$ cat src/rtl/eif_neuron_scheduler.sv
// Adaptive integrate-and-fire scheduler: one update datapath swept over N_NEURONS virtual neurons per tick.
// Spike events pass through a one-cycle push stage into a small FIFO; pops are ignored when it is empty.

module eif_fifo #(
  parameter int W     = 8,
  parameter int DEPTH = 4
) (
  input  logic         clk,
  input  logic         rst_n,
  input  logic         push,
  input  logic [W-1:0] push_dat,
  output logic         push_rdy,
  input  logic         pop,
  output logic         pop_vld,
  output logic [W-1:0] pop_dat
);
  localparam int AW = $clog2(DEPTH);
  localparam logic [AW:0] PTR_ONE = (AW+1)'(1);

  logic [W-1:0] mem [DEPTH];
  logic [AW:0]  wr_ptr, rd_ptr;
  logic         full, empty, do_push, do_pop;

  assign empty    = (wr_ptr == rd_ptr);
  assign full     = (wr_ptr[AW-1:0] == rd_ptr[AW-1:0]) && (wr_ptr[AW] != rd_ptr[AW]);
  assign do_pop   = pop && !empty;
  // a pop in the same cycle frees the slot, so a full FIFO still accepts the push
  assign push_rdy = !full || do_pop;
  assign do_push  = push && push_rdy;
  assign pop_vld  = !empty;
  assign pop_dat  = mem[rd_ptr[AW-1:0]];

  always_ff @(posedge clk or negedge rst_n) begin
    if (!rst_n) begin
      wr_ptr <= '0;
      rd_ptr <= '0;
      for (int i = 0; i < DEPTH; i++) mem[i] <= '0;
    end else begin
      if (do_push) begin
        mem[wr_ptr[AW-1:0]] <= push_dat;
        wr_ptr <= wr_ptr + PTR_ONE;
      end
      if (do_pop) rd_ptr <= rd_ptr + PTR_ONE;
    end
  end
endmodule

module eif_neuron_scheduler #(
  parameter int N_NEURONS  = 4,
  parameter int IDX_W      = $clog2(N_NEURONS),
  parameter int THR_INIT   = 200,
  parameter int THR_DEC    = 10,
  parameter int THR_INC    = 1,
  parameter int THR_MIN    = 20,
  parameter int THR_MAX    = 250,
  parameter int FIFO_DEPTH = 4
) (
  input  logic             clk,
  input  logic             rst_n,
  input  logic             tick,
  input  logic             cur_valid,
  output logic             cur_ready,
  input  logic [IDX_W-1:0] cur_idx,
  input  logic [7:0]       cur_data,
  output logic             busy,
  output logic             done,
  output logic             spike_valid,
  input  logic             spike_ready,
  output logic [IDX_W-1:0] spike_idx,
  output logic             drop_flag,
  output logic             tick_missed
);
  typedef enum logic [1:0] {IDLE, UPDATE, DONE} fsm_t;

  localparam logic [7:0]       THR_INIT_B = 8'(THR_INIT);
  localparam logic [8:0]       THR_DEC_W  = 9'(THR_DEC);
  localparam logic [8:0]       THR_INC_W  = 9'(THR_INC);
  localparam logic [8:0]       THR_MIN_W  = 9'(THR_MIN);
  localparam logic [8:0]       THR_MAX_W  = 9'(THR_MAX);
  localparam logic [IDX_W-1:0] LAST_IDX   = IDX_W'(N_NEURONS - 1);
  localparam logic [IDX_W-1:0] IDX_ONE    = IDX_W'(1);

  fsm_t             fsm_q, fsm_d;
  logic [IDX_W-1:0] ptr_q, ptr_d;
  logic [7:0]       state_q [N_NEURONS];
  logic [7:0]       thr_q   [N_NEURONS];
  logic [7:0]       cur_q   [N_NEURONS];
  logic [N_NEURONS-1:0] hist_q;
  logic             cur_rdy_q, push_vld_q, drop_q, missed_q, fifo_push_rdy;
  logic [IDX_W-1:0] push_idx_q;

  logic [7:0] st_cur, thr_cur, st_nxt, thr_nxt;
  logic [8:0] sum, thr_cur9, thr_w;
  logic       fire, in_update;

  assign in_update = (fsm_q == UPDATE);
  assign st_cur    = state_q[ptr_q];
  assign thr_cur   = thr_q[ptr_q];
  assign thr_cur9  = {1'b0, thr_cur};
  assign fire      = (st_cur >= thr_cur);
  assign sum       = {1'b0, st_cur} + {1'b0, cur_q[ptr_q]};

  always_comb begin
    st_nxt = sum[8] ? 8'hFF : sum[7:0];
    if (fire) st_nxt = st_cur - thr_cur;
    // threshold adapts on the previous sweep's spike, read before hist is overwritten
    if (hist_q[ptr_q]) thr_w = (thr_cur9 >= THR_MIN_W + THR_DEC_W) ? thr_cur9 - THR_DEC_W : THR_MIN_W;
    else               thr_w = (thr_cur9 + THR_INC_W >= THR_MAX_W) ? THR_MAX_W : thr_cur9 + THR_INC_W;
    thr_nxt = thr_w[7:0];
  end

  always_ff @(posedge clk or negedge rst_n) begin
    if (!rst_n) begin
      for (int i = 0; i < N_NEURONS; i++) begin
        state_q[i] <= '0;
        thr_q[i]   <= THR_INIT_B;
        cur_q[i]   <= '0;
      end
      hist_q <= '0;
    end else begin
      if (in_update) begin
        state_q[ptr_q] <= st_nxt;
        thr_q[ptr_q]   <= thr_nxt;
        hist_q[ptr_q]  <= fire;
      end
      if (cur_valid && cur_rdy_q) cur_q[cur_idx] <= cur_data;
    end
  end

  always_ff @(posedge clk or negedge rst_n) begin
    if (!rst_n) begin
      fsm_q      <= IDLE;
      ptr_q      <= '0;
      cur_rdy_q  <= 1'b0;
      push_vld_q <= 1'b0;
      push_idx_q <= '0;
      drop_q     <= 1'b0;
      missed_q   <= 1'b0;
    end else begin
      fsm_q      <= fsm_d;
      ptr_q      <= ptr_d;
      cur_rdy_q  <= (fsm_d == IDLE);
      push_vld_q <= in_update && fire;
      push_idx_q <= ptr_q;
      drop_q     <= drop_q || (push_vld_q && !fifo_push_rdy);
      missed_q   <= missed_q || (tick && fsm_q != IDLE);
    end
  end

  always_comb begin
    fsm_d = fsm_q;
    ptr_d = ptr_q;
    busy  = 1'b0;
    done  = 1'b0;
    case (fsm_q)
      IDLE: begin
        ptr_d = '0;
        if (tick) fsm_d = UPDATE;
      end
      UPDATE: begin
        busy = 1'b1;
        if (ptr_q == LAST_IDX) fsm_d = DONE;
        else                   ptr_d = ptr_q + IDX_ONE;
      end
      DONE: begin
        done  = 1'b1;
        fsm_d = IDLE;
      end
      default: fsm_d = IDLE;
    endcase
  end

  eif_fifo #(.W(IDX_W), .DEPTH(FIFO_DEPTH)) u_spike_fifo (
    .clk      (clk),
    .rst_n    (rst_n),
    .push     (push_vld_q),
    .push_dat (push_idx_q),
    .push_rdy (fifo_push_rdy),
    .pop      (spike_ready),
    .pop_vld  (spike_valid),
    .pop_dat  (spike_idx)
  );

  assign cur_ready   = cur_rdy_q;
  assign drop_flag   = drop_q;
  assign tick_missed = missed_q;
endmodule
$ cat config.mk
export PLATFORM = sky130hd
export DESIGN_NAME = eif_neuron_scheduler
export DESIGN_NICKNAME = d
export VERILOG_FILES = /design/src/rtl/eif_neuron_scheduler.sv
export SDC_FILE = /design/constraint.sdc
export NUM_CORES = 1
export LEC_CHECK = 0
export CORE_AREA = 5 5 113 115
export DETAILED_ROUTE_END_ITERATION = 10
export DIE_AREA = 0 0 118 120
export PLACE_DENSITY = 0.9
export SLEW_MARGIN = 20
export SYNTH_ARGS = -nofsm -noshare
export SYNTH_HDL_FRONTEND = slang
export SYNTH_SLANG_ARGS = --single-unit
$ cat constraint.sdc
create_clock -name clk -period 5.7 [get_ports clk]
set_clock_uncertainty 0.05 [all_clocks]
set_input_delay 1.14 -clock clk [delete_from_list [all_inputs] [get_ports clk]]
set_output_delay 1.14 -clock clk [all_outputs]
set_load 0.05 [all_outputs]
==> results of run 1 <==
==> routing by layer <==
metal / global-route usage, % / vias to the layer above / part of all wire (%)
met5: 0 / - / 0
met4: 8.602 / 0 / 2.1
met3: 6.927 / 42 / 6.1
met2: 41.48 / 188 / 51
met1: 29.42 / 2591 / 40
li1: - / 2338 / -
==> final timing paths <==
check	end	slack (ps)	depth (start not counted)
worst max register to register	state_q[7]$_DFFE_PN0P_	1460	11
worst min-delay path	drop_flag$_DFF_PN0_	410	1
worst min register to register	drop_flag$_DFF_PN0_	410	1
min in group asynchronous	u_spike_fifo.mem[7]$_DFFE_PN0P_	790	1
worst max-delay path	state_q[7]$_DFFE_PN0P_	1460	11
max in group asynchronous	ptr_q[0]$_DFFE_PN0P_	3570	2
==> stage by stage <==
step	instance area, um^2	hold slack, ps	setup WS (ps)
after floorplan	6863	374.3	1725
after global placement	7173	393.7	1672
after detailed placement	7178	407.2	1445
after CTS	7776	417.8	1441
after global routing	7781	443.6	1192
final	7784	414.8	1459
==> sequential cells by signal (all words and copies together) (netlist names), 2 cells and up <==
register / cells
u_spike_fifo.rd_ptr: 3
thr_q: 32
hist_q: 4
u_spike_fifo.mem: 8
push_idx_q: 2
cur_q: 32
fsm_q: 2
ptr_q: 2
u_spike_fifo.wr_ptr: 3
state_q: 32
==> layout by cell type (no fill, tap or decap), types with 15 or more instances in the layout <==
cell type / count
a21oi_1: 17
clkbuf_16: 17
clkdlybuf4s50_1: 21
dfrtp_1: 111
ha_1: 30
inv_1: 21
mux2_2: 43
mux2i_1: 15
mux4_2: 25
nand2_1: 74
nor2_1: 26
o21ai_0: 37
o31ai_1: 30
==> area by class of cell <==
class	count	area (um^2)	area share [%]
Antenna cell	1	2.502	0.03215
Clock inverter	6	108.9	1.398
Tap cell	147	183.9	2.363
Clock buffer	26	489.2	6.285
Timing Repair Buffer	26	247.7	3.183
Sequential cell	124	3122	40.11
Multi-Input combinational cell	447	3547	45.57
Inverter	22	82.58	1.061
==> worst register-to-register path: cells and delay by family, from the launching register on <==
kind,cells,cell delay [ps]
and+or+nand+nor,1,130
buffers and inverters,1,170
adders and majority gates,2,670
AOI/OAI and AO/OA,6,1850
DFF,1,780
muxes,1,450
==> cell families after synthesis <==
family | after synthesis | synth area share [%]
and+or+nand+nor | 170 | 11.72
buffers and inverters | 48 | 2.990
adders and majority gates | 32 | 6.053
AOI/OAI and AO/OA | 145 | 14.18
xor gates and xnor gates | 17 | 2.170
DFF | 124 | 45.43
muxes | 83 | 17.45
==> synth_stat cells (2+ instances only) <==
library cell  count  area share, %
fa_1              2           0.58
o31a_1            3           0.38
o221ai_1          2           0.26
ha_1             30            5.5
or3_1             3           0.27
nor2_1           26            1.4
nor3_1           10           0.73
nand4_1           4           0.36
o21a_1            2           0.22
buf_1             2           0.11
o21ai_0          37            2.7
nor2b_1           9           0.82
a31oi_1           7           0.64
xnor2_1          12            1.5
mux2_2           43            7.1
a32oi_1           2           0.26
nand2_1          75            4.1
and3_1            4           0.36
nand2b_1          3           0.27
nor4_1            9           0.82
o211ai_1          2           0.22
a21boi_0          2           0.22
a211oi_1          2           0.22
a22oi_1           4           0.44
o31ai_1          30            3.3
and4_1            2           0.26
a21o_1            4           0.44
nand3_1          14            1.0
dfrtp_1         112             41
mux4_2           25            8.2
a2111oi_0         2           0.26
o21ai_1          14            1.0
and2_1            4           0.36
clkbuf_1         16           0.88
dfstp_2          12            4.6
buf_6             2           0.33
buf_2             5           0.36
mux2i_1          15            2.2
inv_1            21            1.1
xor2_1            5           0.64
a21oi_1          17            1.2
==> results.md, run 1 <==
* Max Clk Rate at 0.2358 GHz
* Period utilisation layout at 74.40%
* Cell mode on critical path: o21ai_0
* Placeable core area at 11,710 um^2
* Num rows at 40
* Register area share after synthesis at 45.43%
* Drt total wl at 16,000 um
* Max-slew violations at 0
* Post-synth EDFFs at 0
* Initial core utilization at 58.60%
* Peak fanout along the critical path at 12
* CP Launch Point: ptr_q[1]$_DFFE_PN0P_
* Synth unique cells at 65
* Fill cells at 868
* Die height at 120 um
* RR Startpoint: ptr_q[1]$_DFFE_PN0P_
* DR vias at 5,159
* Async SR Flop Fraction at 100.0%
* Worst-path clk slew at 50 ps
* TNS Setup at 0 ps
* Syn_area_per_cell at 11.09 um^2
* CP peak stage delay at 780 ps
* Tot GR Track Use at 24.26%
* CTS HTree Levels at 4
* Final setup violation count at 0
* CTS Buffer Depth at 2
* Sinks on the clock net at 124
* Area delta synth->final at 13.42%
* Critical Path Slowest Stage Cell: dfrtp_1
* Yosys reg bits at 124
* Worst-Skew Late Latency at 420 ps
* First-iteration detailed-routing DRC count at 473
* Syn Nets at 666
* Nature of the critical path startpoint: flip-flop
* First-pass GRT wire length at 27,410 um
* Worst slew pin tran at 1089 ps
* Final ANT Viol Nets at 0
* Fin nets at 685
* Die W at 118 um
* Status: complete, no violations
* I/O Buffers at 22
* Drt pass-1 iters at 5
* Vias in the first global route at 5,453
* Postcts setup bufs at 0
* Cells after Synth at 619
* Top FF cell, synth: dfrtp_1
* I/O pin count at 23
* Post-CTS resize count at 0
* Warnings, synthesis at 0
* Fin. Hold Viols at 0
* Initial antenna violation count at 0
* Critical Path, Cell by Cell: mux2_2 -> o21ai_0 -> inv_1 -> ha_1 -> fa_1 -> nor2b_1 -> o21ai_0 -> a21oi_1 -> o221ai_1 -> a211oi_1 -> o31ai_1
* Worst hold start: drop_flag$_DFF_PN0_
* WP buf/inv at 1
* Worst Path Arrival at 4460 ps
* Worst EP required at 5920 ps
* Critical setup path kind: reg -> reg
* GRT overflow at 0
* HPWL after DPL at 10,940 um
* Hold buffer count at CTS at 0
* Via density at 6.457
* Cell area after synthesis at 6863 um^2
* Cts bufs inserted at 17
* Max-slew headroom at 27.20%
* Largest net degree at the start of global routing at 74
* Top delay family on crit path: compound AO/OA/AOI/OAI gates
* Avg WL per Cell at 20.03 um
* Worst min path class: reg -> reg
* Total die area at 14,160 um^2
* Final Wtd Congestion at 0.9032
* RSZ-0062 raised after global routing: no
* TritonCTS clock tree: built
* Worst Setup End Kind: flip-flop
* Post-Layout Cell Count at 799
* Post-layout min period at 4241 ps
* CTS Root Cell: clkbuf_16
* Placed Cells at 766
* Layout cells sized above 1 at 19.05%
* Util after Layout at 66.46%
* Drt drc at 0
* Number of max-cap violations at 0
Power of run 1 is not shown: default switching activity piles up to over one toggle a cycle in this logic, so the estimate is an artifact.
==> inputs of run 2 (changes only) <==
--- a/config.mk
+++ b/config.mk
@@ -5,10 +5,10 @@
 export SDC_FILE = /design/constraint.sdc
 export NUM_CORES = 1
 export LEC_CHECK = 0
-export CORE_AREA = 5 5 113 115
+export CORE_AREA = 5 5 117 119
 export DETAILED_ROUTE_END_ITERATION = 10
-export DIE_AREA = 0 0 118 120
-export PLACE_DENSITY = 0.9
+export DIE_AREA = 0 0 122 124
+export PLACE_DENSITY = 0.88
 export SLEW_MARGIN = 20
 export SYNTH_ARGS = -nofsm -noshare
 export SYNTH_HDL_FRONTEND = slang
==> constraint.sdc (replaced) <==
create_clock -name clk -period 3.6 [get_ports clk]
set_clock_uncertainty 0.05 [all_clocks]
set_input_delay 0.72 -clock clk [delete_from_list [all_inputs] [get_ports clk]]
set_output_delay 0.72 -clock clk [all_outputs]
set_load 0.05 [all_outputs]
==> run 2 against run 1 <==
  * Non-clock buffer count rose by 18
  * Critical path depth fell by 2
  * Wire length rose by 6.3%
  * Die area rose by 6.8%
  * Cell area rose by 3.4%
  * Sequential share of layout area fell by 1.4 points
  * First-iteration DRC count rose by 6.6%
  * Global-route usage barely moved
  * Register-to-register slack got worse by 1300 ps
  * Final cell count rose by 5.3%
  * Utilization fell by 1.9 points
  * Flip-flop and latch count did not move
  * Largest cell class unchanged
==> results.md, run 2 (synthesis results as in run 1) <==
* Worst Setup End Kind: flip-flop
* Nature of the critical path startpoint: flip-flop
* Critical setup path kind: reg -> reg
* TritonCTS clock tree: built
* Placement Setup Slack at 19.52 ps (-1425 ps)
* Cts bufs inserted at 17 (unchanged)
* CTS Buffer Depth at 2 (unchanged)
* Final Wtd Congestion at 0.9210 (+2.0%)
* Initial antenna violation count at 0 (unchanged)
* Fin. Hold Viols at 0 (unchanged)
* Number of max-cap violations at 0 (unchanged)
* GRT overflow at 0 (unchanged)
* Fill cells at 924 (+6.5%)
* Drt drc at 0 (unchanged)
* I/O pin count at 23 (unchanged)
* Die height at 124 um (+3.3%)
* Worst min path class: in -> async
* Period utilisation layout at 96.56% (+22 points)
* Tot GR Track Use at 24.30% (+0.041 points)
* Initial core utilization at 55.05% (-3.5 points)
* Final setup violation count at 0 (unchanged)
* DR vias at 5,270 (+2.2%)
* Num rows at 41 (+2.5%)
* Die W at 122 um (+3.4%)
* Most frequent cells in the layout: dfrtp_1, nand2_1, mux2_2
* Max-slew headroom at 31.73% (+4.5 points)
* Worst-path clk slew at 60 ps (about the same)
* Worst EP required at 3810 ps (-2110 ps)
* Sinks on the clock net at 124 (unchanged)
* Max Clk Rate at 0.2877 GHz (+22%)
* Largest net degree at the start of global routing at 72 (-2.7%)
* Final ANT Viol Nets at 0 (unchanged)
* Max-slew violations at 0 (unchanged)
* Status: complete, no violations
* Layout cells sized above 1 at 23.17% (+4.1 points)
* Ant diodes at 0 (-1)
* Vias in the first global route at 5,391 (-1.1%)
* Avg WL per Cell at 20.23 um (+1.0%)
* Multi-input logic area at 3635 um^2 (+2.5%)
* I/O Buffers at 22 (unchanged)
* Hold WS at 357.5 ps (-57.22 ps)
* CTS HTree Levels at 4 (unchanged)
* First-pass GRT wire length at 27,950 um (+2.0%)
* First-iteration detailed-routing DRC count at 504 (+6.6%)
* Worst slew pin tran at 1022 ps (-67.83 ps)
* Area delta synth->final at 17.32%
* Post-layout min period at 3476 ps (-764.6 ps)
* Total die area at 15,130 um^2 (+6.8%)
* RSZ-0062 raised after global routing: yes
* Via density at 6.266 (-2.9%)
* Register Area at 3119 um^2 (about the same)
* Most common cell after layout, fill and taps aside: dfrtp_1
* Hold buffer count at CTS at 0 (unchanged)
* Worst Path Arrival at 3690 ps (-770 ps)
* Final worst-path setup slack at 123.9 ps (-1335 ps)
* HPWL after DPL at 12,130 um (+11%)
* Worst-Skew Late Latency at 420 ps (about the same)
* Peak fanout along the critical path at 7 (-5)
* Placeable core area at 12,470 um^2 (+6.4%)
* Drt pass-1 iters at 6 (+1)
* Fin nets at 703 (+2.6%)
* CTS Root Cell: clkbuf_16
* Regs by FF count: cur_q: 32 flops, state_q: 32 flops, thr_q: 32 flops
* Drt total wl at 17,010 um (+6.3%)
run 2: worst max-delay path, stage by stage, from the launching register on:
cell and delay [ps]:
dfrtp_2 490, mux4_2 550, ha_1 260, fa_1 460
a21o_1 200, a21o_1 220, a21oi_1 250, o21ai_2 210
nor4_2 480, o31ai_1 140
run 2: what timing repair did:
action                                  CTS  global route
gates resized for setup                   1            11
buffers inserted                          0             1
endpoints found under the setup margin    1            39
pin swaps                                 0             1
run 2: path summary, 6_finish.rpt:
kind / endpoint / cells past startpoint / from / slack (ps)
min in group clk: drop_flag$_DFF_PN0_ / 1 / drop_flag$_DFF_PN0_ / 400
hold / removal: u_spike_fifo.mem[5]$_DFFE_PN0P_ / 1 / rst_n / 360
hold reg to reg: drop_flag$_DFF_PN0_ / 1 / drop_flag$_DFF_PN0_ / 400
setup reg to reg: state_q[11]$_DFFE_PN0P_ / 9 / ptr_q[0]$_DFFE_PN0P_ / 120
max in group asynchronous: cur_q[13]$_DFFE_PN0P_ / 2 / rst_n / 2340
setup / recovery: state_q[11]$_DFFE_PN0P_ / 9 / ptr_q[0]$_DFFE_PN0P_ / 120
run 2: through the flow:
step	instance area (um^2)	std cells	setup TNS (ps)	utilization, %
6_report	8051	841	0	64.59
5_1_grt	8051	841	-49.92	64.59
4_1_cts	7984	840	0	64.05
3_5_place_dp	7407	808	0	59.42
3_3_place_gp	7407	808	0	59.42
2_1_floorplan	6904	619	0	-
run 2: metal layers:
| layer | track usage (%) | wire length, um | vias up |
|---|---|---|---|
| met1 | 30.12 | 7055 | 2643 |
| met5 | 0 | 0 | - |
| li1 | - | - | 2377 |
| met4 | 11.48 | 530 | 0 |
| met2 | 40.16 | 8312 | 206 |
| met3 | 6.131 | 1113 | 44 |
run 2: area by class of cell:
type / instances / share of cell area (%)
Clock buffer: 19 / 5.377
Clock inverter: 13 / 1.772
Inverter: 22 / 1.026
Multi-Input combinational cell: 447 / 45.14
Sequential cell: 124 / 38.74
Tap cell: 172 / 2.673
Timing Repair Buffer: 44 / 5.268
Power of run 2 is left out for the same reason.
==> inputs of run 3 (changes only) <==
--- a/config.mk
+++ b/config.mk
@@ -8,7 +8,7 @@
 export CORE_AREA = 5 5 117 119
 export DETAILED_ROUTE_END_ITERATION = 10
 export DIE_AREA = 0 0 122 124
-export PLACE_DENSITY = 0.88
+export PLACE_DENSITY = 0.82
 export SLEW_MARGIN = 20
 export SYNTH_ARGS = -nofsm -noshare
 export SYNTH_HDL_FRONTEND = slang
==> run 3 against run 2 <==
  * Wire length shrank 0.65%
  * Flip-flop and latch count unchanged
  * Register-to-register slack improved by 50 ps
  * Count of clock-buffer cells in the layout is 1 higher
  * Fmax increased by 1.4%
  * Critical path depth rose by 1
  * Final cell count grew 0.12%
  * Largest cell class unchanged
==> results.md, run 3 (synthesis results as in run 1) <==
* Fin nets at 704 (+0.14%)
* Worst slew pin tran at 1060 ps (+38.75 ps)
* Regs by FF count: cur_q: 32 flops, state_q: 32 flops, thr_q: 32 flops
* Largest net degree at the start of global routing at 67 (-6.9%)
* Max Clk Rate at 0.2918 GHz (+1.4%)
* Nature of the critical path startpoint: flip-flop
* CTS HTree Levels at 4 (unchanged)
* GRT overflow at 0 (unchanged)
* I/O Buffers at 22 (unchanged)
* HPWL after DPL at 11,860 um (-2.2%)
* Util after Layout at 64.94% (+0.35 points)
* Drt drc at 0 (unchanged)
* Critical setup path kind: reg -> reg
* Max-slew headroom at 29.14% (-2.6 points)
* Fin. Hold Viols at 0 (unchanged)
* Initial antenna violation count at 0 (unchanged)
* Avg WL per Cell at 20.07 um (-0.77%)
* Worst Path Arrival at 3640 ps (-50 ps)
* Worst EP required at 3810 ps (about the same)
* Most frequent cells in the layout: dfrtp_1, nand2_1, mux2_2
* Max-slew violations at 0 (unchanged)
* Status: complete, no violations
* Die height at 124 um (unchanged)
* Critical Path Slowest Stage Cell: mux4_2
* Fill cells at 935 (+1.2%)
* RSZ-0062 raised after global routing: yes
* Die W at 122 um (unchanged)
* Period utilisation layout at 95.18% (-1.4 points)
* Total die area at 15,130 um^2 (unchanged)
* Tot GR Track Use at 24.20% (-0.096 points)
* First-iteration detailed-routing DRC count at 389 (-23%)
* Critical Path, Cell by Cell: buf_12 -> mux4_2 -> ha_1 -> nor2b_1 -> o21ai_0 -> a21oi_1 -> buf_4 -> o221a_4 -> nor4_2 -> o31ai_1
* Worst-Skew Late Latency at 430 ps (about the same)
* CTS Root Cell: clkbuf_16
* Placeable core area at 12,470 um^2 (unchanged)
* Drt pass-1 iters at 5 (-1)
* Initial core utilization at 55.05% (unchanged)
* Num rows at 41 (unchanged)
* Hold WS at 347.4 ps (-10.11 ps)
* Worst Setup End Kind: flip-flop
* Sinks on the clock net at 124 (unchanged)
* Layout cells sized above 1 at 22.84% (-0.33 points)
* Peak fanout along the critical path at 22 (+15)
* DR vias at 5,234 (-0.68%)
* Number of max-cap violations at 0 (unchanged)
* Final setup violation count at 0 (unchanged)
* TritonCTS clock tree: built
* Worst min path class: in -> async
* I/O pin count at 23 (unchanged)
* Drt total wl at 16,900 um (-0.65%)
* CP peak stage delay at 600 ps (+50 ps)
* First-pass GRT wire length at 27,800 um (-0.54%)
* Post-layout min period at 3427 ps (-49.43 ps)
* Vias in the first global route at 5,437 (+0.85%)
* Worst-path clk slew at 50 ps (about the same)
* Final Wtd Congestion at 0.9666 (+5.0%)
* Final ANT Viol Nets at 0 (unchanged)
* Cts bufs inserted at 17 (unchanged)
* Most common cell after layout, fill and taps aside: dfrtp_1
* CTS Buffer Depth at 2 (unchanged)
* Ant diodes at 0 (unchanged)
* Area delta synth->final at 17.96%
* Via density at 6.216 (-0.80%)
-- run 3: cell types whose count changed in the layout (fill, tap and decap cells not counted), moves of 2 or more --
cell	delta
bufinv_16	+3
a21oi_1	+2
buf_4	+3
clkinv_4	-3
inv_6	-2
a21oi_2	-2
-- run 3: per-stage QoR --
| stage | TNS [ps] | worst slack (ps) | instance area [um^2] | instances |
|---|---|---|---|---|
| 3_5_place_dp | 0 | 9.373 | 7402 | 809 |
| 5_1_grt | -158.0 | -43.12 | 8095 | 842 |
| 3_3_place_gp | 0 | 56.07 | 7402 | 809 |
| 2_1_floorplan | 0 | 23.55 | 6904 | 619 |
| 6_report | 0 | 173.4 | 8095 | 842 |
| 4_1_cts | 0 | 16.56 | 8044 | 841 |
-- run 3: path summary, 6_finish.rpt --
kind	from	endpoint	slack, ps	depth (start not counted)
setup / recovery	ptr_q[0]$_DFFE_PN0P_	state_q[10]$_DFFE_PN0P_	170	10
hold / removal	rst_n	u_spike_fifo.mem[4]$_DFFE_PN0P_	350	1
setup reg to reg	ptr_q[0]$_DFFE_PN0P_	state_q[10]$_DFFE_PN0P_	170	10
hold reg to reg	drop_flag$_DFF_PN0_	drop_flag$_DFF_PN0_	400	1
max in group asynchronous	rst_n	thr_q[22]$_DFFE_PN1P_	2260	2
min in group clk	drop_flag$_DFF_PN0_	drop_flag$_DFF_PN0_	400	1
-- run 3: per-layer routing --
| metal | global-route usage [%] | share of wire, % | vias to the layer above |
|---|---|---|---|
| met4 | 11.48 | 3.2 | 0 |
| li1 | - | - | 2369 |
| met5 | 0 | 0 | - |
| met3 | 5.450 | 6.0 | 42 |
| met2 | 39.54 | 50 | 207 |
| met1 | 30.81 | 41 | 2616 |
-- run 3: area by class of cell --
| cell class | instances | area (um^2) | share of cell area (%) |
|---|---|---|---|
| inverter | 22 | 82.58 | 1.020 |
| timing repair buffer | 45 | 415.4 | 5.131 |
| multi-input combinational | 447 | 3622 | 44.74 |
| clock buffer | 20 | 446.7 | 5.518 |
| tap | 172 | 215.2 | 2.658 |
| sequential | 124 | 3119 | 38.53 |
| clock inverter | 12 | 193.9 | 2.396 |
-- run 3: what timing repair did --
action                                  4_1_cts  5_1_grt
setup buffers                                 0        1
hold buffers                                  0        0
endpoints found under the setup margin        2       42
resized for setup                             1        9
hold endpoints to repair                      0        0
pin swaps                                     0        1
-- run 3: worst max-delay path: cells and delay by family (launching register included) --
family | cells | cell delay (ps)
AOI/OAI and AO/OA | 4 | 770
adders and majority gates | 1 | 360
buffers and inverters | 2 | 390
DFF | 1 | 470
muxes | 1 | 600
and+or+nand+nor | 2 | 600
Power of run 3 is left out for the same reason.
